--- src/rtl/cpu_sequencer.sv ---
// Multi-cycle control sequencer for the ARM-style datapath: fetch, decode, execute,
// load/store, branch/refill, with memory wait-state timeout and retired-instruction count.
module cpu_sequencer #(
    parameter int unsigned WAIT_MAX = 15,
    parameter int unsigned CNT_W    = 32
) (
    input  logic             clk,
    input  logic             rst_n,
    input  logic [2:0]       cls,
    input  logic             cond_pass,
    input  logic             writes_rd,
    input  logic             writes_pc,
    input  logic             setflags,
    input  logic             mem_ready,
    output logic [3:0]       state,
    output logic [1:0]       addr_sel,
    output logic             mem_req,
    output logic             mem_write,
    output logic             ir_load,
    output logic             incr_en,
    output logic             datareg_in,
    output logic             reg_write,
    output logic             link_write,
    output logic             pc_write,
    output logic             flags_write,
    output logic             fault,
    output logic             retire,
    output logic [CNT_W-1:0] retired
);

    localparam int unsigned WAIT_W = 8;

    localparam logic [2:0] CLS_DP  = 3'd0;
    localparam logic [2:0] CLS_LDR = 3'd1;
    localparam logic [2:0] CLS_STR = 3'd2;
    localparam logic [2:0] CLS_B   = 3'd3;
    localparam logic [2:0] CLS_BL  = 3'd4;

    localparam logic [1:0] ASEL_INC = 2'd0;
    localparam logic [1:0] ASEL_ALU = 2'd1;
    localparam logic [1:0] ASEL_PC  = 2'd2;

    typedef enum logic [3:0] {
        S_RESET   = 4'd0,
        S_FETCH   = 4'd1,
        S_DECODE  = 4'd2,
        S_EXEC    = 4'd3,
        S_MEMADDR = 4'd4,
        S_MEMACC  = 4'd5,
        S_BRANCH  = 4'd6,
        S_REFILL  = 4'd7,
        S_FAULT   = 4'd8
    } state_e;

    state_e              state_q, state_d;
    logic [2:0]          cls_q;
    logic                wrd_q, wpc_q, sf_q;
    logic [WAIT_W-1:0]   wait_q, wait_d;
    logic                retire_q, retire_d;
    logic                fault_q, fault_d;
    logic [CNT_W-1:0]    retired_q, retired_d;
    logic                wait_expired;

    // State, latched decode fields, wait counter and retirement bookkeeping
    always_ff @(posedge clk or negedge rst_n) begin
        if (!rst_n) begin
            state_q   <= S_RESET;
            cls_q     <= 3'd0;
            wrd_q     <= 1'b0;
            wpc_q     <= 1'b0;
            sf_q      <= 1'b0;
            wait_q    <= '0;
            retire_q  <= 1'b0;
            fault_q   <= 1'b0;
            retired_q <= '0;
        end else begin
            state_q   <= state_d;
            wait_q    <= wait_d;
            retire_q  <= retire_d;
            fault_q   <= fault_d;
            retired_q <= retired_d;
            if (state_q == S_DECODE) begin
                cls_q <= cls;
                wrd_q <= writes_rd;
                wpc_q <= writes_pc;
                sf_q  <= setflags;
            end
        end
    end

    assign wait_expired = (wait_q == WAIT_W'(WAIT_MAX)) && !mem_ready;

    // Next state plus per-state strobes; ready-qualified strobes follow mem_ready directly
    always_comb begin
        state_d     = state_q;
        addr_sel    = ASEL_INC;
        mem_req     = 1'b0;
        mem_write   = 1'b0;
        ir_load     = 1'b0;
        incr_en     = 1'b0;
        datareg_in  = 1'b0;
        reg_write   = 1'b0;
        link_write  = 1'b0;
        pc_write    = 1'b0;
        flags_write = 1'b0;

        case (state_q)
            S_RESET: state_d = S_FETCH;
            S_FETCH: begin
                mem_req = 1'b1;
                if (mem_ready) begin
                    ir_load = 1'b1;
                    incr_en = 1'b1;
                    state_d = S_DECODE;
                end else if (wait_expired) begin
                    state_d = S_FAULT;
                end
            end
            S_DECODE: begin
                if (!cond_pass) begin
                    state_d = S_FETCH;
                end else begin
                    case (cls)
                        CLS_DP:          state_d = S_EXEC;
                        CLS_LDR, CLS_STR: state_d = S_MEMADDR;
                        CLS_B, CLS_BL:   state_d = S_BRANCH;
                        default:         state_d = S_FAULT;
                    endcase
                end
            end
            S_EXEC: begin
                reg_write   = wrd_q;
                flags_write = sf_q;
                state_d     = (wpc_q && wrd_q) ? S_REFILL : S_FETCH;
            end
            S_MEMADDR: begin
                addr_sel   = ASEL_ALU;
                datareg_in = (cls_q == CLS_STR);
                state_d    = S_MEMACC;
            end
            S_MEMACC: begin
                addr_sel  = ASEL_ALU;
                mem_req   = 1'b1;
                mem_write = (cls_q == CLS_STR);
                if (mem_ready) begin
                    reg_write = (cls_q == CLS_LDR);
                    state_d   = ((cls_q == CLS_LDR) && wpc_q) ? S_REFILL : S_FETCH;
                end else if (wait_expired) begin
                    state_d = S_FAULT;
                end
            end
            S_BRANCH: begin
                pc_write   = 1'b1;
                link_write = (cls_q == CLS_BL);
                state_d    = S_REFILL;
            end
            S_REFILL: begin
                addr_sel = ASEL_PC;
                pc_write = 1'b1;
                state_d  = S_FETCH;
            end
            S_FAULT: state_d = S_FAULT;
            default: state_d = S_FAULT;
        endcase

        // Counter restarts on every state change, so entry into FETCH/MEMACC sees zero
        if (state_d != state_q) begin
            wait_d = '0;
        end else if (((state_q == S_FETCH) || (state_q == S_MEMACC)) && !mem_ready) begin
            wait_d = wait_q + WAIT_W'(1);
        end else begin
            wait_d = wait_q;
        end

        retire_d  = (state_d == S_FETCH) && (state_q != S_FETCH) && (state_q != S_RESET);
        retired_d = retire_d ? (retired_q + CNT_W'(1)) : retired_q;
        fault_d   = (state_d == S_FAULT);
    end

    assign state   = state_q;
    assign fault   = fault_q;
    assign retire  = retire_q;
    assign retired = retired_q;

endmodule

--- config.mk ---
export PLATFORM = sky130hd
export DESIGN_NAME = cpu_sequencer
export DESIGN_NICKNAME = d
export VERILOG_FILES = /design/src/rtl/cpu_sequencer.sv
export SDC_FILE = /design/constraint.sdc
export NUM_CORES = 1
export LEC_CHECK = 0
export ABC_AREA = 1
export CORE_ASPECT_RATIO = 0.9
export CORE_MARGIN = 5
export CORE_UTILIZATION = 45
export CTS_BUF_LIST = sky130_fd_sc_hd__clkbuf_4 sky130_fd_sc_hd__clkbuf_8
export DETAILED_ROUTE_END_ITERATION = 10
export GPL_TIMING_DRIVEN = 0
export PLACE_DENSITY_LB_ADDON = 0.08
export SYNTH_ARGS = -nofsm -noshare
export SYNTH_HDL_FRONTEND = slang
export SYNTH_SLANG_ARGS = --single-unit
--- constraint.sdc ---
create_clock -name clk -period 2.2 [get_ports clk]
set_input_delay 0.33 -clock clk [delete_from_list [all_inputs] [get_ports clk]]
set_output_delay 0.33 -clock clk [all_outputs]
set_load 0.05 [all_outputs]
* Word level (Yosys, flattened, before mapping)
Cells that the tools add are included.
** Storage, ports and cells
- Output and inout bits :: 49
- Logic and storage cells :: 69
- Register bits :: 52
** Cells by class
- Muxes and demuxes :: 21
- Add/subtract/negate cells :: 2
- Reductions and logical operators :: 18
- Equality and inequality tests :: 19
** Operators by type and width (count)
- $add A32 B1 Y32 const B :: 1
- $pmux W4 S7 :: 1
- $eq A4 B3 Y1 const B :: 4
- $mux W4 :: 4
- $mux W8 :: 2
- $pmux W4 S3 :: 1
- $reduce_or A2 Y1 :: 6
- $eq A3 B2 Y1 const B :: 3
- $mux W1 :: 9
- $add A8 B1 Y8 const B :: 1
- $eq A4 B1 Y1 const B :: 2
- $eq A4 B2 Y1 const B :: 2
- $eq A8 B4 Y1 const B :: 1
- $eq A3 B1 Y1 const B :: 2
- $eq A3 B3 Y1 const B :: 2
- $logic_and A1 B1 Y1 :: 6
- $mux W3 :: 2
- $eq A4 B4 Y1 const B :: 1
- $logic_not A4 Y1 :: 1
- $ne A4 B1 Y1 const B :: 1
- $ne A4 B4 Y1 :: 1
- $pmux W2 S2 :: 1
- $reduce_bool A4 Y1 :: 1
- $logic_not A3 Y1 :: 1
- 4 further kinds :: 4

* Logic depth before layout (Yosys ltp)
Gate-level depths: netlist of run 1.
- Depth after elaboration :: 8
- Gate-level depth with buffers :: 14
- Gate-level depth less buffers :: 13

* Worst setup path after synthesis of run 1
No wires, ideal clock.
- Kind :: reg2out
- Start :: reg state_q[1] (netlist: state[1])
- End :: out link_write
- Setup slack :: -0.682 ns
- Data arrival time :: 2.552 ns
- Cell stages (with the launch flop) :: 6
- Cell sequence :: dfrtp_1 buf_4 inv_2 nor2_2 nand2_1 nor4_1
** Between the ends
- Word-level cells in the longest chain between the ends :: 2
** Ends and longest elaborated chain
- from (decl) :: line 55 : state_e state_q, state_d;
- from (signal assigned) :: line 77 : state_q <= state_d;
- $eq A4 B3 Y1 :: line 107 : case (state_q)
- $mux W1 :: line 107
- to (decl) :: line 23 : output logic link_write,
No other way between the ends.

* Worst setup path in the final report of run 1
- Start :: reg state_q[1] (netlist: state[1])
- End :: out mem_write
** Between the ends
- Word-level cells in the longest chain between the ends :: 2
** Ends and longest elaborated chain
- $eq A4 B3 Y1 :: line 107
- $mux W1 :: line 107
- to (decl) :: line 18 : output logic mem_write,
No other way between the ends.

==> results of run 1 <==
## power groups by stage
| stage | sequential, uW | combinational, uW | clock [uW] |
|---|---|---|---|
| after floorplan | 974 | 8.54 | 0 |
| after global placement | 974 | 48.3 | 0 |
| after detailed placement | 974 | 52.8 | 0 |
| after CTS | 955 | 53.2 | 688 |
| after global routing | 955 | 60.4 | 723 |
| final | 955 | 52.9 | 680 |
## layer usage
layer,vias up,share of wire
met2,102,0.41
met1,1495,0.52
met5,-,0
met3,10,0.057
met4,0,0.013
li1,1612,-
## placed cells by master (no fill, tap or decap), types with 2 or more instances in the layout
cell / netlist / routed
nand2_1: 162 / 162
clkdlybuf4s50_1: 0 / 45
buf_4: 2 / 3
inv_1: 32 / 31
o21ai_0: 9 / 9
nor2_2: 8 / 7
nor3_2: 0 / 2
nand3_1: 39 / 39
nor3_1: 33 / 31
dfrtp_1: 52 / 49
nand2_2: 9 / 9
nand4_1: 11 / 11
buf_6: 3 / 3
xor2_1: 26 / 26
clkbuf_2: 0 / 2
ha_1: 2 / 2
clkbuf_8: 0 / 5
xnor2_1: 7 / 7
nor2_1: 38 / 36
dlygate4sd2_1: 0 / 4
buf_2: 5 / 7
nand3b_1: 5 / 5
dfrtp_2: 0 / 3
nor2_4: 3 / 6
inv_2: 5 / 6
clkdlybuf4s15_1: 0 / 3
## area by class of cell
type                       count  area share
multi-input combinational    362       0.440
sequential                    52       0.313
timing repair buffer          60       0.141
inverter                      37      0.0333
tap                           93      0.0279
buffer                        10      0.0177
clock buffer                   5      0.0165
clock inverter                 3      0.0102
## sequential cells by signal, summed over array words and instances, names as in the netlist
register  flops
retired      32
wait_q        8
state         4
cls_q         3
fault         1
retire        1
sf_q          1
wpc_q         1
wrd_q         1
## kinds of logic (layout without fill, tap and decap cells)
logic type / after synthesis / after routing / share of synthesized area
simple gates: 313 / 313 / 0.422
xor+xnor: 33 / 33 / 0.0874
buf+inv: 47 / 115 / 0.0643
compound gates: 13 / 13 / 0.0227
mux: 1 / 1 / 0.00303
flops: 52 / 52 / 0.393
fa+ha+maj: 2 / 2 / 0.00756
## stage by stage
stage | power, uW | setup TNS [ns] | instance area, um^2
after floorplan | 983 | -0.208 | 3330
final | 1690 | 0 | 4170
after global routing | 1740 | -0.601 | 4170
after detailed placement | 1030 | -7.03 | 4050
after CTS | 1700 | 0 | 4150
after global placement | 1020 | -47.35 | 4030
## how the worst min path moves through the flow
stage / to / depth (start not counted) / slack, ns
after floorplan: cls_q[0] / 0 / 0.03
after global placement: sf_q / 2 / 0.48
after detailed placement: wrd_q / 1 / 0.41
after CTS: state[3] / 1 / 0.07
after global routing: fault / 1 / 0.11
final: fault / 1 / 0.05
## worst max-delay path: cells and delay by family, from the launching register on
kind	cells	cell delay, ns
buffers and inverters	3	0.79
AND/OR/NAND/NOR	2	0.27
flip-flops	1	0.43
## what timing repair did
| action | CTS | global route |
|---|---|---|
| hold buffers | 0 | 0 |
| endpoints found under the hold margin | 0 | 0 |
| endpoints found under the setup margin | 11 | 38 |
| setup buffers | 0 | 1 |
| pin swaps | 0 | 1 |
| gates resized for setup | 16 | 17 |
==> results.toml, run 1 <==
[cells_and_area]
fill_cells = 720
instances_no_fill = 622
diodes = 0
area_growth_pct = 25.9
layout.nets = 540
layout-drive-gt1-share = 0.117
seq_area_um2 = 1310
utilization = 0.586
multi_input_area_um2 = 1830

[global_route]
grt_pass1_wl_um = 15200
top_usage_layer = "met1"
grt-ovfl-total = 0
grt.met3_usage = 0.0291
grt_usage = 0.207
grt_max_degree = 30
first_global_vias = 2993
use_met2 = 0.284
use_met1 = 0.337
grt_antenna_before_repair = 0

[power_and_ir_drop]
sw_frac_of_total = 0.222
comb_power_share = 0.031
clkPwrFrac = 0.403
peakVddDrop_uv = 271
leakage_uw = 0.00194
internal_power_uw = 1310
p_switching_uw = 375
pwr-share-seq = 0.566
p_per_area_nw_per_um2 = 405

[die]
core-area_um2 = 7110
die_h_um = 91.3
initial_core_util = 0.465
dieWidth_um = 100
pin_count = 59
rows = 29
dieArea_um2 = 9170

[critical_path]
critPathLaunch = "state[1]"
crit_path_end = "mem_write"
crit_chain = "buf_4 > inv_2 > nand2_2 > nor3_2 > clkdlybuf4s15_1"
path_class = "flip-flop to primary output"
cp-end-kind = "primary output"
cp-start-kind = "flip-flop"
slowest_stage = "clkdlybuf4s15_1"
crit_fanout = 9
worstReg2RegEnd = "retired[22]"
critPathMaxStageDelay_ns = 0.51
arrival_ns = 1.80
worst-endpoint-required_ns = 1.87
reg2reg_slack_ns = 0.15
rr_worst_depth = 13
r2r-start = "state[2]"

[sta]
fin_ws_ns = 0.0716
finalHoldViolations = 0
relSlewSlack = 0.538
timing.hold.ws_ns = 0.0477
worst_pin_slew_ns = 0.693
fin_skew_ns = 0.00826
max_freq_ghz = 0.470
post-route-period-util = 0.967
min_period_ns = 2.13
setup_violations = 0
slew_violations = 0

[clock_network]
clk_pin_slew_ns = 0.10
cts.sinks = 52
htreeDepth = 2
clk_latency_ns = 0.31
clockRootBuffer = "clkbuf_8"
cts_made_buffers = 5
cts_tree = "yes"
clockBufferDepth = 2

[detailed_routing]
vias = 3219
routed_wl_um = 9250
drt_iter0_markers = 266
drtPass1Iterations = 5
remaining_drc_errors = 0
detail-route-antenna-nets = 0
viasPerCell = 5.18
wl_per_cell_um = 14.9

[job]
max-cap-violations = 0

[logic_synthesis]
synthesis.instances = 461
synth-seq-cells = 52
synth_edf_count = 0
yosys_warnings = 0
synth_ff_type = "dfrtp_1"
yosys.area.top_type = "dfrtp_1"
yosysSeqAreaShare = 0.393
synth.top_cell.area_share = 0.393
synthArstFlopShare = 1.00
syn-num-nets = 473
yosys-top-cells-area = "dfrtp_1, nand2_1, xor2_1"
syn_area_um2 = 3310
synth_common_cells = "nand2_1, dfrtp_1, nand3_1"
syn_area_per_cell_um2 = 7.18
synth.distinct_cells = 29
synth.most_common_cell = "nand2_1"

[placement]
numPortBuffers = 58
dp_hpwl_um = 7070
place_ws_ns = -0.248
dp_cells = 613
routabilityCongestion = 0.967

[run_status]
status = "completed"

[hold_path]
hp-class = "primary input to async pin"
Note: power is estimated with default switching activity, not from simulation.
==> run 2: changes to the inputs <==
Settings changed: CORE_UTILIZATION 45 to 54, CTS_CLUSTER_DIAMETER from default to 200.
==> run 2 against run 1 <==
  * Maximum frequency up 0.94%
  * Sequential share of layout area up 0.32 points
  * Via count up 1.1%
  * Clock skew down 0.0021 ns
  * Power down 5.8%
  * Routed wire length down 3.8%
  * Combinational power up 3%
  * First-iteration DRC count up 7.1%
  * Core utilization up 9.6 points
  * Clock power down 15%
  * Final cell count down 3.2%
  * Highest routed layer unchanged
==> results.toml, run 2 (same netlist as run 1, synthesis figures left out) <==
[run_status]
status = "completed"

[power_and_ir_drop]
clkPwrFrac = 0.365
p_per_area_nw_per_um2 = 386
leakage_uw = 0.00195
p_switching_uw = 362
sw_frac_of_total = 0.227
comb_power_share = 0.034
internal_power_uw = 1230
peakVddDrop_uv = 287
pwr-share-seq = 0.600

[detailed_routing]
routed_wl_um = 8900
drt_iter0_markers = 285
drtPass1Iterations = 5
viasPerCell = 5.40
wl_per_cell_um = 14.8
detail-route-antenna-nets = 0
remaining_drc_errors = 0
vias = 3253

[clock_network]
clk_pin_slew_ns = 0.09
cts_tree = "yes"
clockRootBuffer = "clkbuf_8"
clk_latency_ns = 0.31
clockBufferDepth = 2
htreeDepth = 2
cts_made_buffers = 5
hold_buffers = 0
cts.sinks = 52

[cells_and_area]
instances_no_fill = 602
area_growth_pct = 24.7
layout.nets = 541
largest_reg_flops = 32
diodes = 0
mostFrequentLayoutCell = "nand2_1"
layout-drive-gt1-share = 0.125
design_area_um2 = 4120
final_cell_mix = "nand2_1, dfrtp_1, clkdlybuf4s50_1"

[placement]
dp_cells = 592
placed_cell_area_um2 = 4020
place_ws_ns = -0.254
routabilityCongestion = 0.977
numPortBuffers = 58
dp_hpwl_um = 6850

[sta]
fin_ws_ns = 0.0915
rsz0062_at_grt = "yes"
worst_pin_slew_ns = 0.691
min_period_ns = 2.11
setup_violations = 0
slew_violations = 0
relSlewSlack = 0.540
fin_skew_ns = 0.00619
finalHoldViolations = 0
max_freq_ghz = 0.474
post-route-period-util = 0.958

[job]
max-cap-violations = 0

[global_route]
first_global_vias = 3033
grt_pass1_wl_um = 14900
grt-ovfl-total = 0
grt_usage = 0.237
grt_max_degree = 29
grt_antenna_before_repair = 0

[die]
dieArea_um2 = 7790
rows = 27
dieWidth_um = 92.5
initial_core_util = 0.547
die_h_um = 84.3
pin_count = 59
core-area_um2 = 6050

[critical_path]
cp-start-kind = "flip-flop"
crit_chain = "inv_2 > nor2_2 > nand2_1 > inv_1 > dlygate4sd2_1"
cp-end-kind = "primary output"
crit_fanout = 6
crit_family = "buffers and inverters"
path_class = "flip-flop to primary output"
arrival_ns = 1.78
critPathBufInv = 3
critPathMaxStageDelay_ns = 0.52
slowest_stage = "dfrtp_1"
worst-endpoint-required_ns = 1.87

[hold_path]
hp-class = "primary input to async pin"
==> run 2: changes by cell type in the layout (fill, tap and decap cells not counted), sizes merged <==
cell           before  now
clkbuf              7   10
dlymetal6s2s        1    0
bufinv              1    0
clkinvlp            1    0
clkdlybuf4s50      45   46
buf                14   15
clkdlybuf4s15       4    2
clkinv              1    2
==> run 2: routing by layer <==
layer	routed length, um	track usage	vias up
met1	4420	0.359	1516
met2	3760	0.343	114
li1	-	-	1614
met4	91	0.0526	0
met3	625	0.0556	9
met5	0	0	-
==> run 2: metrics by stage <==
step	hold slack, ns	power [uW]	utilization	TNS (ns)
after floorplan	0.0344	983	-	-0.208
after global placement	0.480	1020	0.662	-46.94
after detailed placement	0.415	1030	0.665	-5.53
after CTS	0.0687	1600	0.678	0
after global routing	0.109	1650	0.682	-0.00596
final	0.0485	1590	0.682	0
==> run 2: power groups by stage <==
stage	Clock (uW)	Sequential, uW	Combinational (uW)
final	581	955	54.6
after global routing	629	955	62.4
after CTS	591	955	52.3
after detailed placement	0	974	52.2
after global placement	0	974	48.1
after floorplan	0	974	8.54
==> run 2: final cells by class <==
class                   instances  area [um^2]
flip-flops and latches         52         1310
fillers                       556         1920
clock buffers                   6         82.6
inverters                      37          139
plain buffers                  10         73.8
well taps                      72         90.1
repair buffers                 61          582
multi-input cells             362         1840
clock inverters                 2         10.0
==> run 2: worst register-to-register path, cell delays in order, from the launching register on <==
cell     delay (ns)
dfrtp_1        0.52
inv_2          0.10
nand2_2        0.13
nor2_4         0.07
nand3_1        0.11
nand2_1        0.11
nor2_4         0.16
o21ai_2        0.09
nor2_4         0.15
nand2_2        0.08
buf_6          0.16
buf_6          0.15
nand2_1        0.07
nand2_1        0.05
==> run 2: what timing repair did <==
item                       CTS  global route
gates resized for setup     15            21
setup endpoints to repair   11            38
setup buffers                0             2
==> run 2: path summary, 6_finish.rpt <==
path / start / end / slack, ns / cells past startpoint
worst max-delay path: state[2] / addr_sel[0] / 0.09 / 5
worst min-delay path: rst_n / cls_q[1] / 0.05 / 1
worst max register to register: state[2] / retired[19] / 0.15 / 13
worst min register to register: sf_q / sf_q / 0.50 / 2
max in group asynchronous: rst_n / state[0] / 1.56 / 2
min in group clk: sf_q / sf_q / 0.50 / 2
==> run 3: changes to the inputs <==
Settings changed: DONT_BUFFER_PORTS from default to 1.
==> run 3 against run 2 <==
  * The run now ends with negative setup slack left
  * Via count decreased by 2.6%
  * Combinational power decreased by 31%
  * Sequential cell count unchanged
  * Sequential power about the same
  * Clock power increased by 54%
  * Core utilization increased by 0.70 points
  * Clock-buffer cell count decreased by 1
  * Critical path depth increased by 11
  * Setup slack got worse by 0.23 ns
  * Die area unchanged
  * Final cell count decreased by 6.0%
  * Critical path type is now flip-flop to flip-flop
  * Critical endpoint is now retired[24]
  * Largest cell class unchanged
  * Largest power group unchanged
==> results.toml, run 3 (same netlist as run 1, synthesis figures left out) <==
[critical_path]
critPathMaxStageDelay_ns = 0.53
crit_fanout = 5
crit_chain = "buf_8 > buf_6 > nor2_4 > buf_6 > nand3_2 > nand2_1 > nor2_2 > nand2_2 > nand2_4 > nor2_4 > nand2_2 > buf_8 > buf_12 > buf_8 > nand2_2 > nand2_1"
path_class = "flip-flop to flip-flop"
cp-start-kind = "flip-flop"
worst-endpoint-required_ns = 2.40
arrival_ns = 2.53
slowest_stage = "dfrtp_2"
cp-end-kind = "flip-flop"

[placement]
dp_hpwl_um = 6510
place_ws_ns = -0.281
routabilityCongestion = 0.944
numPortBuffers = 0
dp_cells = 533

[detailed_routing]
vias = 3170
drtPass1Iterations = 4
routed_wl_um = 9670
viasPerCell = 5.60
detail-route-antenna-nets = 0
drt_iter0_markers = 277
wl_per_cell_um = 17.1
remaining_drc_errors = 0

[clock_network]
clockRootBuffer = "clkbuf_8"
cts.sinks = 52
clk_latency_ns = 0.31
htreeDepth = 2
cts_tree = "yes"
cts_made_buffers = 5
clk_pin_slew_ns = 0.09
clockBufferDepth = 2

[sta]
rsz0062_at_grt = "yes"
fin_ws_ns = -0.136
tns_ns = -1.88
post-route-period-util = 1.06
timing.hold.ws_ns = 0.136
worst_pin_slew_ns = 0.828
min_period_ns = 2.34
max_freq_ghz = 0.428
setup_violations = 35
slew_violations = 0
fin_skew_ns = 0.0138
finalHoldViolations = 0
relSlewSlack = 0.445

[global_route]
grt-ovfl-total = 0
grt_usage = 0.243
grt_max_degree = 53
first_global_vias = 2971
grt_pass1_wl_um = 15200
grt_antenna_before_repair = 0

[cells_and_area]
mostFrequentLayoutCell = "nand2_1"
area_growth_pct = 25.9
instances_no_fill = 566
final_cell_mix = "nand2_1, dfrtp_1, nand3_1"
utilization = 0.689
diodes = 0
largest_reg_flops = 32
layout-drive-gt1-share = 0.273
layout.nets = 505

[power_and_ir_drop]
pwr-share-seq = 0.506
internal_power_uw = 1530
clkPwrFrac = 0.474
leakage_uw = 0.00192
p_switching_uw = 355
comb_power_share = 0.020
p_per_area_nw_per_um2 = 453
peakVddDrop_uv = 342
sw_frac_of_total = 0.188

[run_status]
violations = "negative setup slack"
status = "finished with violations"

[die]
initial_core_util = 0.547
pin_count = 59
dieArea_um2 = 7790
dieWidth_um = 92.5
rows = 27
core-area_um2 = 6050
die_h_um = 84.3

[hold_path]
hp-class = "primary input to flip-flop"

[job]
max-cap-violations = 0
[run 3: changes by cell type in the layout (fill, tap and decap cells not counted), moves of 5 or more]
| cell | change |
|---|---|
| buf_2 | -6 |
| dfrtp_2 | +9 |
| nand2_2 | +24 |
| buf_4 | +13 |
| nor2_1 | -5 |
| dfrtp_1 | -12 |
| buf_8 | +7 |
| nand3_1 | -6 |
| nand3_2 | +6 |
| clkdlybuf4s50_1 | -46 |
| nand2_1 | -28 |
[run 3: layer usage]
metal / GRT usage / routed length (um) / vias up
met3: 0.0573 / 765 / 10
met1: 0.358 / 4460 / 1511
li1: - / - / 1550
met4: 0.0324 / 94 / 0
met2: 0.372 / 4350 / 99
met5: 0 / 0 / -
[run 3: area by class of cell]
class	count	area, um^2
Multi-Input combinational cell	362	2030
Fill cell	465	1880
Sequential cell	52	1330
Timing Repair Buffer	25	267
Inverter	37	159
Buffer	10	133
Clock inverter	3	90.1
Tap cell	72	90.1
Clock buffer	5	68.8
[run 3: final timing paths]
path	from	endpoint	slack (ns)	depth (start not counted)
setup / recovery	state[1]	retired[24]	-0.14	16
setup reg to reg	state[1]	retired[24]	-0.14	16
max in group asynchronous	rst_n	state[2]	1.39	2
hold reg to reg	sf_q	sf_q	0.48	2
hold / removal	writes_rd	wrd_q	0.14	2
min in group asynchronous	rst_n	retired[28]	0.55	2
[run 3: per-stage QoR]
stage | total power, uW | area (um^2)
6_report | 1890 | 4170
5_1_grt | 1950 | 4170
4_1_cts | 1910 | 3910
3_5_place_dp | 984 | 3420
3_3_place_gp | 984 | 3420
2_1_floorplan | 983 | 3330
[run 3: repair_timing]
action                                 in CTS  in global routing
setup endpoints to repair                  50                 45
pin swaps                                  11                 27
setup buffers                              15                  7
gates resized for setup                    40                 71
cloned                                      1                  0
endpoints found under the hold margin      52                  0
hold buffers                                2                  0
[run 3: power by group through the flow]
stage / clock, uW / sequential, uW / combinational, uW
floorplan: 0 / 974 / 8.54
global placement: 0 / 974 / 9.65
detailed placement: 0 / 974 / 10.1
CTS: 914 / 955 / 38.3
global route: 954 / 955 / 44.0
finish: 896 / 955 / 37.9
[run 3: worst max-delay path: cells and delay by family (launching register included)]
family,cells,cell delay (ns)
buffers and inverters,6,0.83
and+or+nand+nor,10,0.86
DFF,1,0.53
